[src/rtl/rc4_sched.sv]
// Sequences the RC4 init, KSA and PRGA sub-blocks and arbitrates their access
// to the shared S-memory port. A per-phase watchdog flags sub-blocks that never complete.
module rc4_sched #(
  parameter int PHASE_TIMEOUT = 1024
) (
  input  logic       clk,
  input  logic       rst,
  input  logic       en,
  output logic       rdy,
  output logic       err,
  output logic [1:0] phase,
  output logic       en_init,
  output logic       en_ksa,
  output logic       en_prga,
  input  logic       rdy_init,
  input  logic       rdy_ksa,
  input  logic       rdy_prga,
  input  logic [7:0] init_addr,
  input  logic [7:0] ksa_addr,
  input  logic [7:0] prga_addr,
  input  logic [7:0] init_wrdata,
  input  logic [7:0] ksa_wrdata,
  input  logic [7:0] prga_wrdata,
  input  logic       init_wren,
  input  logic       ksa_wren,
  input  logic       prga_wren,
  output logic [7:0] s_addr,
  output logic [7:0] s_wrdata,
  output logic       s_wren
);

  localparam int CW = ($clog2(PHASE_TIMEOUT + 1) > 11) ? $clog2(PHASE_TIMEOUT + 1) : 11;
  localparam logic [CW-1:0] CNT_LAST = CW'(PHASE_TIMEOUT - 1);

  typedef enum logic [3:0] {
    IDLE, START_INIT, WAIT_INIT_LO, WAIT_INIT_HI,
    START_KSA, WAIT_KSA_LO, WAIT_KSA_HI,
    START_PRGA, WAIT_PRGA_LO, WAIT_PRGA_HI,
    DONE, ERR
  } state_t;

  state_t          state_q, state_d;
  logic [CW-1:0]   cnt_q, cnt_d, cnt_inc;
  logic            timeout;
  logic            rdy_q, rdy_d, err_q, err_d;
  logic [1:0]      phase_q, phase_d;
  logic            en_init_q, en_init_d, en_ksa_q, en_ksa_d, en_prga_q, en_prga_d;

  // Timeout fires on the edge where the counter would reach PHASE_TIMEOUT-1,
  // so ERR is entered exactly PHASE_TIMEOUT cycles after the START pulse.
  always_comb begin
    state_d = state_q;
    cnt_inc = cnt_q + 1'b1;
    cnt_d   = cnt_q;
    timeout = (cnt_inc == CNT_LAST);
    case (state_q)
      IDLE, DONE: if (en) state_d = START_INIT;
      START_INIT: begin cnt_d = '0; state_d = WAIT_INIT_LO; end
      START_KSA:  begin cnt_d = '0; state_d = WAIT_KSA_LO;  end
      START_PRGA: begin cnt_d = '0; state_d = WAIT_PRGA_LO; end
      WAIT_INIT_LO: begin
        cnt_d = cnt_inc;
        if (!rdy_init)    state_d = WAIT_INIT_HI;
        else if (timeout) state_d = ERR;
      end
      WAIT_INIT_HI: begin
        cnt_d = cnt_inc;
        if (rdy_init)     state_d = START_KSA;
        else if (timeout) state_d = ERR;
      end
      WAIT_KSA_LO: begin
        cnt_d = cnt_inc;
        if (!rdy_ksa)     state_d = WAIT_KSA_HI;
        else if (timeout) state_d = ERR;
      end
      WAIT_KSA_HI: begin
        cnt_d = cnt_inc;
        if (rdy_ksa)      state_d = START_PRGA;
        else if (timeout) state_d = ERR;
      end
      WAIT_PRGA_LO: begin
        cnt_d = cnt_inc;
        if (!rdy_prga)    state_d = WAIT_PRGA_HI;
        else if (timeout) state_d = ERR;
      end
      WAIT_PRGA_HI: begin
        cnt_d = cnt_inc;
        if (rdy_prga)     state_d = DONE;
        else if (timeout) state_d = ERR;
      end
      ERR:     state_d = ERR;
      default: state_d = IDLE;
    endcase

    rdy_d     = (state_d == IDLE) || (state_d == DONE);
    err_d     = (state_d == ERR);
    en_init_d = (state_d == START_INIT);
    en_ksa_d  = (state_d == START_KSA);
    en_prga_d = (state_d == START_PRGA);
    case (state_d)
      START_INIT, WAIT_INIT_LO, WAIT_INIT_HI: phase_d = 2'd1;
      START_KSA,  WAIT_KSA_LO,  WAIT_KSA_HI:  phase_d = 2'd2;
      START_PRGA, WAIT_PRGA_LO, WAIT_PRGA_HI: phase_d = 2'd3;
      default:                                phase_d = 2'd0;
    endcase
  end

  always_ff @(posedge clk) begin
    if (rst) begin
      state_q   <= IDLE;
      cnt_q     <= '0;
      rdy_q     <= 1'b1;
      err_q     <= 1'b0;
      phase_q   <= 2'd0;
      en_init_q <= 1'b0;
      en_ksa_q  <= 1'b0;
      en_prga_q <= 1'b0;
    end else begin
      state_q   <= state_d;
      cnt_q     <= cnt_d;
      rdy_q     <= rdy_d;
      err_q     <= err_d;
      phase_q   <= phase_d;
      en_init_q <= en_init_d;
      en_ksa_q  <= en_ksa_d;
      en_prga_q <= en_prga_d;
    end
  end

  assign rdy     = rdy_q;
  assign err     = err_q;
  assign phase   = phase_q;
  assign en_init = en_init_q;
  assign en_ksa  = en_ksa_q;
  assign en_prga = en_prga_q;

  always_comb begin
    s_addr   = 8'h00;
    s_wrdata = 8'h00;
    s_wren   = 1'b0;
    case (phase_q)
      2'd1: begin s_addr = init_addr; s_wrdata = init_wrdata; s_wren = init_wren; end
      2'd2: begin s_addr = ksa_addr;  s_wrdata = ksa_wrdata;  s_wren = ksa_wren;  end
      2'd3: begin s_addr = prga_addr; s_wrdata = prga_wrdata; s_wren = prga_wren; end
      default: ;
    endcase
  end

endmodule

[config.mk]
export PLATFORM = sky130hd
export DESIGN_NAME = rc4_sched
export DESIGN_NICKNAME = d
export VERILOG_FILES = /design/src/rtl/rc4_sched.sv
export SDC_FILE = /design/constraint.sdc
export NUM_CORES = 1
export LEC_CHECK = 0
export BUFFER_PORTS_ARGS = -buffer_cell sky130_fd_sc_hd__buf_2
export CAP_MARGIN = 5
export CORE_MARGIN = 4
export CORE_UTILIZATION = 48
export CTS_BUF_LIST = sky130_fd_sc_hd__clkbuf_4
export DETAILED_ROUTE_END_ITERATION = 6
export GPL_ROUTABILITY_DRIVEN = 1
export PLACE_DENSITY = 0.82
export SYNTH_ARGS = -nofsm -noshare
export SYNTH_HDL_FRONTEND = slang
export SYNTH_SLANG_ARGS = --single-unit
[constraint.sdc]
create_clock -name clk -period 3.1 [get_ports clk]
set_clock_uncertainty 0.1 [all_clocks]
set_input_delay 0.31 -clock clk [delete_from_list [all_inputs] [get_ports clk]]
set_output_delay 0.31 -clock clk [all_outputs]
set_load 0.01 [all_outputs]
; Yosys cells after proc, flatten, opt, wreduce, memory -nomap -nowiden
; Memory sizes are Yosys's and may differ from the RTL's. A register that Yosys moved wholly into a read port is not among the register bits.
; Index checks and enable logic that the tools add are counted.
; Widths: inputs -> output; s select.
[totals]
n_memories = 1
regBits = 20
word_cells = 49
mem_bits_ro = 32
output_inout_bits = 24
inputBits = 57
[memory_table]
columns = name, depth, word_bits, read_ports, rd_ports_with_merged_regs, write_ports, line_no
row1 = (name not given), 16, 2, 1, 1, 0, 100  ; case (state_d)
[classes]
n_eq_ne = 20
addsub = 1
reduce_logical = 7
n_mux = 13
[op_table]
columns = operator, n
row1 = $pmux 8 s3, 2
row2 = $pmux 4 s11, 1
row3 = $mux 4, 8
row4 = $eq 4x3->1 const B, 6
row5 = $eq 4x4->1 const B, 6
row6 = $pmux 11 s2, 1
row7 = $add 11x1->11 const B, 1
row8 = $eq 11x10->1 const B, 1
row9 = $eq 4x1->1 const B, 2
row10 = $eq 4x2->1 const B, 2
row11 = $logic_not 4->1, 2
row12 = $reduce_or 6->1, 1
row13 = $eq 2x2->1 const B, 2
row14 = $pmux 1 s3, 1
row15 = $reduce_or 3->1, 1
row16 = $eq 2x1->1 const B, 1
row17 = $reduce_bool 2->1, 1
row18 = $reduce_or 2->1, 1
row19 = $logic_or 1x1->1, 1

; Longest topological paths before layout
; Gate-level depths: netlist of run 1.
[depth]
depth_word = 7
depth_mapped = 10
ltp_nobuf = 9

; Worst setup path after synthesis of run 1
; Ideal clock, no wire load.
[synth_path]
kind = register to register
from = register cnt_q[6]
to = register phase_q[0] (netlist: phase[0])
path_buffers = 0
stages_incl_launch_ff = 8
period_less_slack_ns = 2.189
t_required_ns = 2.870
slack_ns = 0.911
setup_ns = 0.130
arrival_ns = 1.958
path_cell_list = dfxtp_1 nand2_1 or4b_1 a221oi_2 o21ai_2 o31a_1 mux2i_1 o221ai_2
[synth_via]
elab_chain_len = 5
word_cells_on_any_way = 10
classes_between = add/sub (1) / eq/ne (1) / mux (8)
[synth_rtl]
columns = item, line_no
row1 = start: declaration, 43  ; logic [CW-1:0] cnt_q, cnt_d, cnt_inc;
row2 = start signal: assignment, 120  ; cnt_q <= cnt_d;
row3 = $add 11x1->11 *, 53  ; cnt_inc = cnt_q + 1'b1;
row4 = $eq 11x10->1 *, 55  ; timeout = (cnt_inc == CNT_LAST);
row5 = $mux 4 *, n/a
row6 = "$mux 4, or another cell as far along", 88  ; if (rdy_prga) state_d = DONE;
row7 = $pmux 4 s11 *, 56  ; case (state_q)
row8 = end: declaration, 46  ; logic [1:0] phase_q, phase_d;
; Every way passes the cells marked *; elsewhere a longest branch is shown, timed or not.
; A chain may end at the register's enable or synchronous reset.

; Worst setup path in the final report of run 1
[layout_path]
from = register cnt_q[3]
to = register phase_q[0] (netlist: phase[0])
; The elaborated chain is that of the path after synthesis.

==> flow_metrics.env, run 1 <==
export IMPL_run_status="complete, no violations"
export IMPL_crit_slowest_cell="dfxtp_1"
export IMPL_tightest_slew_ns=0.607
export IMPL_clockBufferDepth=2
export IMPL_hp_class="primary input to flip-flop"
export IMPL_finalHoldViolCount=0
export IMPL_num_io_pins=81
export IMPL_ctsHtreeMaxLevel=1
export IMPL_postCtsSetupBuffers=0
export IMPL_synth_async_reset_ratio=0
export IMPL_rsz0062_at_grt="false"
export IMPL_clock_sinks=22
export IMPL_setup_tns_ns=0
export IMPL_dr_pass1_iters=6
export IMPL_topRoutingLayerUsed="met4"
export IMPL_worst_path_max_fanout=8
export IMPL_place_ws_ns=0.743
export IMPL_slew_headroom=0.595
export IMPL_p_total_w=0.000926
export IMPL_antenna_found_initial=0
export IMPL_cts_buffers=3
export IMPL_core_area_um2=3390
export IMPL_cp_end_kind="flip-flop"
export IMPL_die_h_um=67.7
export IMPL_grt_max_degree=20
export IMPL_final_period_utilization=0.773
export IMPL_worstPathArrival_ns=2.50
export IMPL_syn_cell_area_um2=1710
export IMPL_postSynthCellCount=220
export IMPL_grt_pass1_vias=1562
export IMPL_ctsHoldBuffers=0
export IMPL_diodes=0
export IMPL_drtIter0Drc=215
export IMPL_num_vias=1901
export IMPL_crit_chain="nand4_2, or3_1, a221oi_2, o21ai_2, o31a_1, mux2i_1, o221ai_2"
export IMPL_ys_seq_elements=22
export IMPL_clock_latency_ns=0.31
export IMPL_route_layer_met1_wl_um=2010
export IMPL_cap_viol_max_count=0
export IMPL_port_buffers=80
export IMPL_dp_hpwl_um=3570
export IMPL_yosysSeqAreaShare=0.257
export IMPL_yosys_warnings=0
export IMPL_num_rows=21
export IMPL_syn_to_final_growth_pct=28.0
export IMPL_finalWirelength_um=4710
export IMPL_avgSynthCellArea_um2=7.78
export IMPL_cts_root_buffer="clkbuf_4"
export IMPL_fp_dieW_um=67.7
export IMPL_p_leak_nw=0.969
export IMPL_setup_viol_count_final=0
export IMPL_track_usage=0.193
export IMPL_slowest_delay_ns=0.47
export IMPL_layout_commonest_cell="buf_2"
export IMPL_start_util=0.505
export IMPL_wl_per_cell_um=13.9
export IMPL_synth_ff_type="dfxtp_1"
export IMPL_synth_edff_count=0
export IMPL_ctsResizeCount=0
export IMPL_fmax_ghz=0.417
export IMPL_viasPerCell=5.62
export IMPL_startpoint_type="flip-flop"
export IMPL_ir_drop_mv=0.271
export IMPL_ant_nets=0
export IMPL_drive_above_1_share=0.387
export IMPL_final_min_clock_period_ns=2.40
export IMPL_dieArea_um2=4590
export IMPL_grt_overflow_total=0
export IMPL_clkTransAtPathRegs_ns=0.12
export IMPL_synth_nets=279
export IMPL_place_inst=334
export IMPL_tritoncts="yes"
export IMPL_wl_met2_um=2450
export IMPL_synthDistinctLibCells=49
export IMPL_critical_path_required_ns=3.20
export IMPL_met3_length_um=238
export IMPL_rrSetupSlack_ns=0.70
export IMPL_place_congestion=0.892
export IMPL_final_core_util=0.646
export IMPL_mostFrequentLayoutCells="buf_2, nor2_1, dfxtp_1"
export IMPL_grt_pass1_wl_um=6950
export IMPL_nNetsFinal=352
export IMPL_drv_slew=0
export IMPL_stdcell_count=338
export IMPL_layout_setup_ws_ns=0.704
export IMPL_criticalPathCategory="flip-flop to flip-flop"
export IMPL_p_per_area_nw_per_um2=422
export IMPL_drcViolationCount=0
## logic make-up after synthesis
| group | share of synthesized area |
|---|---|
| AO/OA/AOI/OAI | 0.305 |
| flip-flops | 0.257 |
| AND/OR/NAND/NOR | 0.227 |
| buffers and inverters | 0.0555 |
| adder cells (fa/ha/maj) | 0.0146 |
| XOR/XNOR | 0.00512 |
| multiplexers | 0.135 |
## cells in the mapped netlist (all sizes together), types with 2 or more instances
| cell | count | area (um^2) |
|---|---|---|
| mux2 | 17 | 191 |
| nand2 | 14 | 52.6 |
| mux2i | 4 | 40.0 |
| a22o | 17 | 149 |
| ha | 2 | 25.0 |
| a311oi | 4 | 35.0 |
| a31oi | 2 | 12.5 |
| inv | 9 | 33.8 |
| o221ai | 2 | 23.8 |
| nor2b | 4 | 25.0 |
| nand3 | 10 | 50.1 |
| nor2 | 25 | 93.8 |
| a21oi | 15 | 82.6 |
| buf | 2 | 8.75 |
| o22ai | 2 | 12.5 |
| o21a | 2 | 15.0 |
| a22oi | 2 | 15.0 |
| clkbuf | 14 | 52.6 |
| nor4 | 3 | 18.8 |
| nor3 | 7 | 35.0 |
| a211oi | 3 | 22.5 |
| nand2b | 4 | 32.5 |
| dfxtp | 22 | 440 |
| o21ai | 14 | 73.8 |
## layer usage
metal	track usage	vias to the layer above
met2	0.317	58
met1	0.256	877
met4	0.0354	0
met3	0.0449	2
li1	-	964
met5	0	-
## sequential cells by signal, indices dropped and copies added (netlist names)
signal / cells
rdy: 1
err: 1
en_ksa: 1
state_q: 4
en_prga: 1
phase: 2
cnt_q: 11
en_init: 1
## layout make-up
class / instances / area (um^2)
fillers: 290 / 1200
flip-flops and latches: 22 / 440
clock inverters: 1 / 30.0
clock buffers: 3 / 22.5
well taps: 46 / 57.6
repair buffers: 84 / 430
multi-input cells: 173 / 1180
inverters: 9 / 33.8
## critical path, delay by kind of cell (launching register included)
kind,cells,cell delay [ns]
multiplexers,1,0.19
AND/OR/NAND/NOR,2,0.56
AO/OA/AOI/OAI,4,0.97
flip-flops,1,0.47
## power by group
group / switching [W] / leakage (nW) / total (W) / internal (W)
sequential: 0.0000303 / 0.179 / 0.000332 / 0.000302
clock: 0.0000873 / 0.0279 / 0.000218 / 0.000131
combinational: 0.000202 / 0.762 / 0.000375 / 0.000174
## per-stage QoR
step / hold slack [ns] / cell area (um^2)
finish: 0.268 / 2190
global route: 0.276 / 2190
detailed placement: 0.395 / 2140
floorplan: 0.340 / 1710
CTS: 0.268 / 2190
global placement: 0.398 / 2140
## worst paths after layout
path	start	end	cells after the start
setup reg to reg	cnt_q[3]	phase[0]	7
hold reg to reg	cnt_q[10]	cnt_q[10]	1
setup / recovery	cnt_q[3]	phase[0]	7
hold / removal	rst	cnt_q[6]	2
(Power assumes the default switching activity.)
==> run 2, diff against run 1 <==
- clock period: 3.1 -> 2.3 ns (I/O delays scaled with it)
==> run 2 against run 1 <==
Compared with the run above: combinational power increased by 45%; design area increased by 6.5%; fmax is 7.1% higher; sequential power grew 31%; sequential cell count unchanged; worst setup slack worse by 0.64 ns; via count up 4.1%; cell count up 4.7%; critical path depth grew 1; hold slack worse by 0.076 ns; non-clock buffer count increased by 16; clock-buffer cell count did not move; critical path type unchanged.
==> flow_metrics.env, run 2 (synthesis results as in run 1) <==
export IMPL_run_status="complete, no violations"
export IMPL_clock_sinks=22
export IMPL_grt_overflow_total=0
export IMPL_p_leak_nw=1.06
export IMPL_ctsHtreeMaxLevel=1
export IMPL_wl_per_cell_um=13.9
export IMPL_dp_hpwl_um=3730
export IMPL_setup_tns_ns=0
export IMPL_startpoint_type="flip-flop"
export IMPL_die_h_um=67.7
export IMPL_worstPathArrival_ns=2.34
export IMPL_clkPwrFrac=0.158
export IMPL_crit_chain="inv_2, ha_1, or4b_4, a221oi_4, o21ai_2, o31a_1, mux2i_1, o221ai_2"
export IMPL_ctsHoldBuffers=0
export IMPL_viasPerCell=5.59
export IMPL_syn_to_final_growth_pct=36.3
export IMPL_use_met1=0.276
export IMPL_num_io_pins=81
export IMPL_rsz0062_at_grt="true"
export IMPL_cts_root_buffer="clkbuf_4"
export IMPL_drtIter0Drc=205
export IMPL_mostFrequentLayoutCells="buf_2, nor2_1, buf_4"
export IMPL_grt_util_met3=0.0416
export IMPL_drive_above_1_share=0.451
export IMPL_drv_slew=0
export IMPL_finalHoldViolCount=0
export IMPL_setup_viol_count_final=0
export IMPL_fp_dieW_um=67.7
export IMPL_cp_end_kind="flip-flop"
export IMPL_switching_share=0.379
export IMPL_fmax_ghz=0.447
export IMPL_criticalPathCategory="flip-flop to flip-flop"
export IMPL_ir_drop_mv=0.309
export IMPL_dr_pass1_iters=4
export IMPL_grt_pass1_wl_um=7140
export IMPL_track_usage=0.197
export IMPL_critical_path_required_ns=2.40
export IMPL_fillerInstances=271
export IMPL_ant_nets=0
export IMPL_whs_ns=0.192
export IMPL_antenna_found_initial=0
export IMPL_p_per_area_nw_per_um2=497
export IMPL_start_util=0.505
export IMPL_slowest_delay_ns=0.46
export IMPL_crit_slowest_cell="or4b_4"
export IMPL_num_vias=1978
export IMPL_slew_headroom=0.707
export IMPL_place_congestion=0.919
export IMPL_tightest_slew_ns=0.439
export IMPL_critPathBufInv=1
export IMPL_nNetsFinal=368
export IMPL_final_period_utilization=0.973
export IMPL_cp_top_family="compound AO/OA/AOI/OAI gates"
export IMPL_hp_class="primary input to flip-flop"
export IMPL_switchingPower_w=0.000439
export IMPL_p_int_w=0.000720
export IMPL_final_core_util=0.688
export IMPL_port_buffers=80
export IMPL_worst_path_max_fanout=7
export IMPL_cts_buffers=3
export IMPL_dieArea_um2=4590
export IMPL_diodes=0
export IMPL_clkTransAtPathRegs_ns=0.12
export IMPL_clock_latency_ns=0.32
export IMPL_final_min_clock_period_ns=2.24
export IMPL_seqPwrFrac=0.374
export IMPL_tritoncts="yes"
export IMPL_largest_register="cnt_q"
export IMPL_core_area_um2=3390
export IMPL_drcViolationCount=0
export IMPL_grt_max_degree=20
export IMPL_finalWirelength_um=4930
export IMPL_grt_busiest_layer="met2"
export IMPL_grt_pass1_vias=1606
export IMPL_p_comb_frac=0.468
export IMPL_cap_viol_max_count=0
export IMPL_grtUsageMet2=0.312
export IMPL_clockBufferDepth=2
export IMPL_layout_commonest_cell="buf_2"
export IMPL_num_rows=21
export IMPL_largest_reg_flops=11
==> run 2: changes by cell type in the layout (fill, tap and decap cells not counted), sizes merged <==
cell / change
clkinv: +1
bufinv: -1
buf: +16
==> run 2: power by group through the flow <==
stage | logic (W) | clock network [W] | registers (W)
after floorplan | 0.000347 | 0 | 0.000438
final | 0.000542 | 0.000183 | 0.000434
after CTS | 0.000533 | 0.000186 | 0.000434
after global routing | 0.000597 | 0.000200 | 0.000440
after detailed placement | 0.000531 | 0 | 0.000442
after global placement | 0.000524 | 0 | 0.000442
==> run 2: metal layers <==
metal	part of all wire	routed length [um]
met3	0.054	268
met2	0.51	2530
met4	0.0051	25
met1	0.43	2110
met5	0	0
==> run 2: final cells by class <==
class                   count  area, um^2  share of cell area
well taps                  46        57.6              0.0247
multi-input cells         173        1210               0.520
clock buffers               3        22.5             0.00965
inverters                   9        33.8              0.0145
flip-flops and latches     22         452               0.194
clock inverters             1        3.75             0.00161
repair buffers            100         551               0.236
==> run 2: path summary, 6_finish.rpt <==
kind	from	end	slack, ns	cells after the start
worst max register to register	cnt_q[0]	phase[0]	0.06	8
worst min register to register	cnt_q[10]	cnt_q[10]	0.43	1
worst min-delay path	rst	cnt_q[5]	0.19	2
worst max-delay path	cnt_q[0]	phase[0]	0.06	8
==> run 2: metrics by stage <==
stage | area (um^2) | setup WS (ns) | cells | power [W]
2_1_floorplan | 1710 | 0.111 | 220 | 0.000785
3_3_place_gp | 2240 | 0.0181 | 348 | 0.000965
3_5_place_dp | 2240 | -0.0669 | 348 | 0.000973
4_1_cts | 2290 | 0.0136 | 353 | 0.00115
5_1_grt | 2330 | -0.0745 | 354 | 0.00124
6_report | 2330 | 0.0624 | 354 | 0.00116
==> run 2: timing repair <==
action	CTS	global route
gates resized for setup	5	12
endpoints found under the setup margin	3	9
cloned	0	0
buffers inserted	1	1
pin swaps	2	4
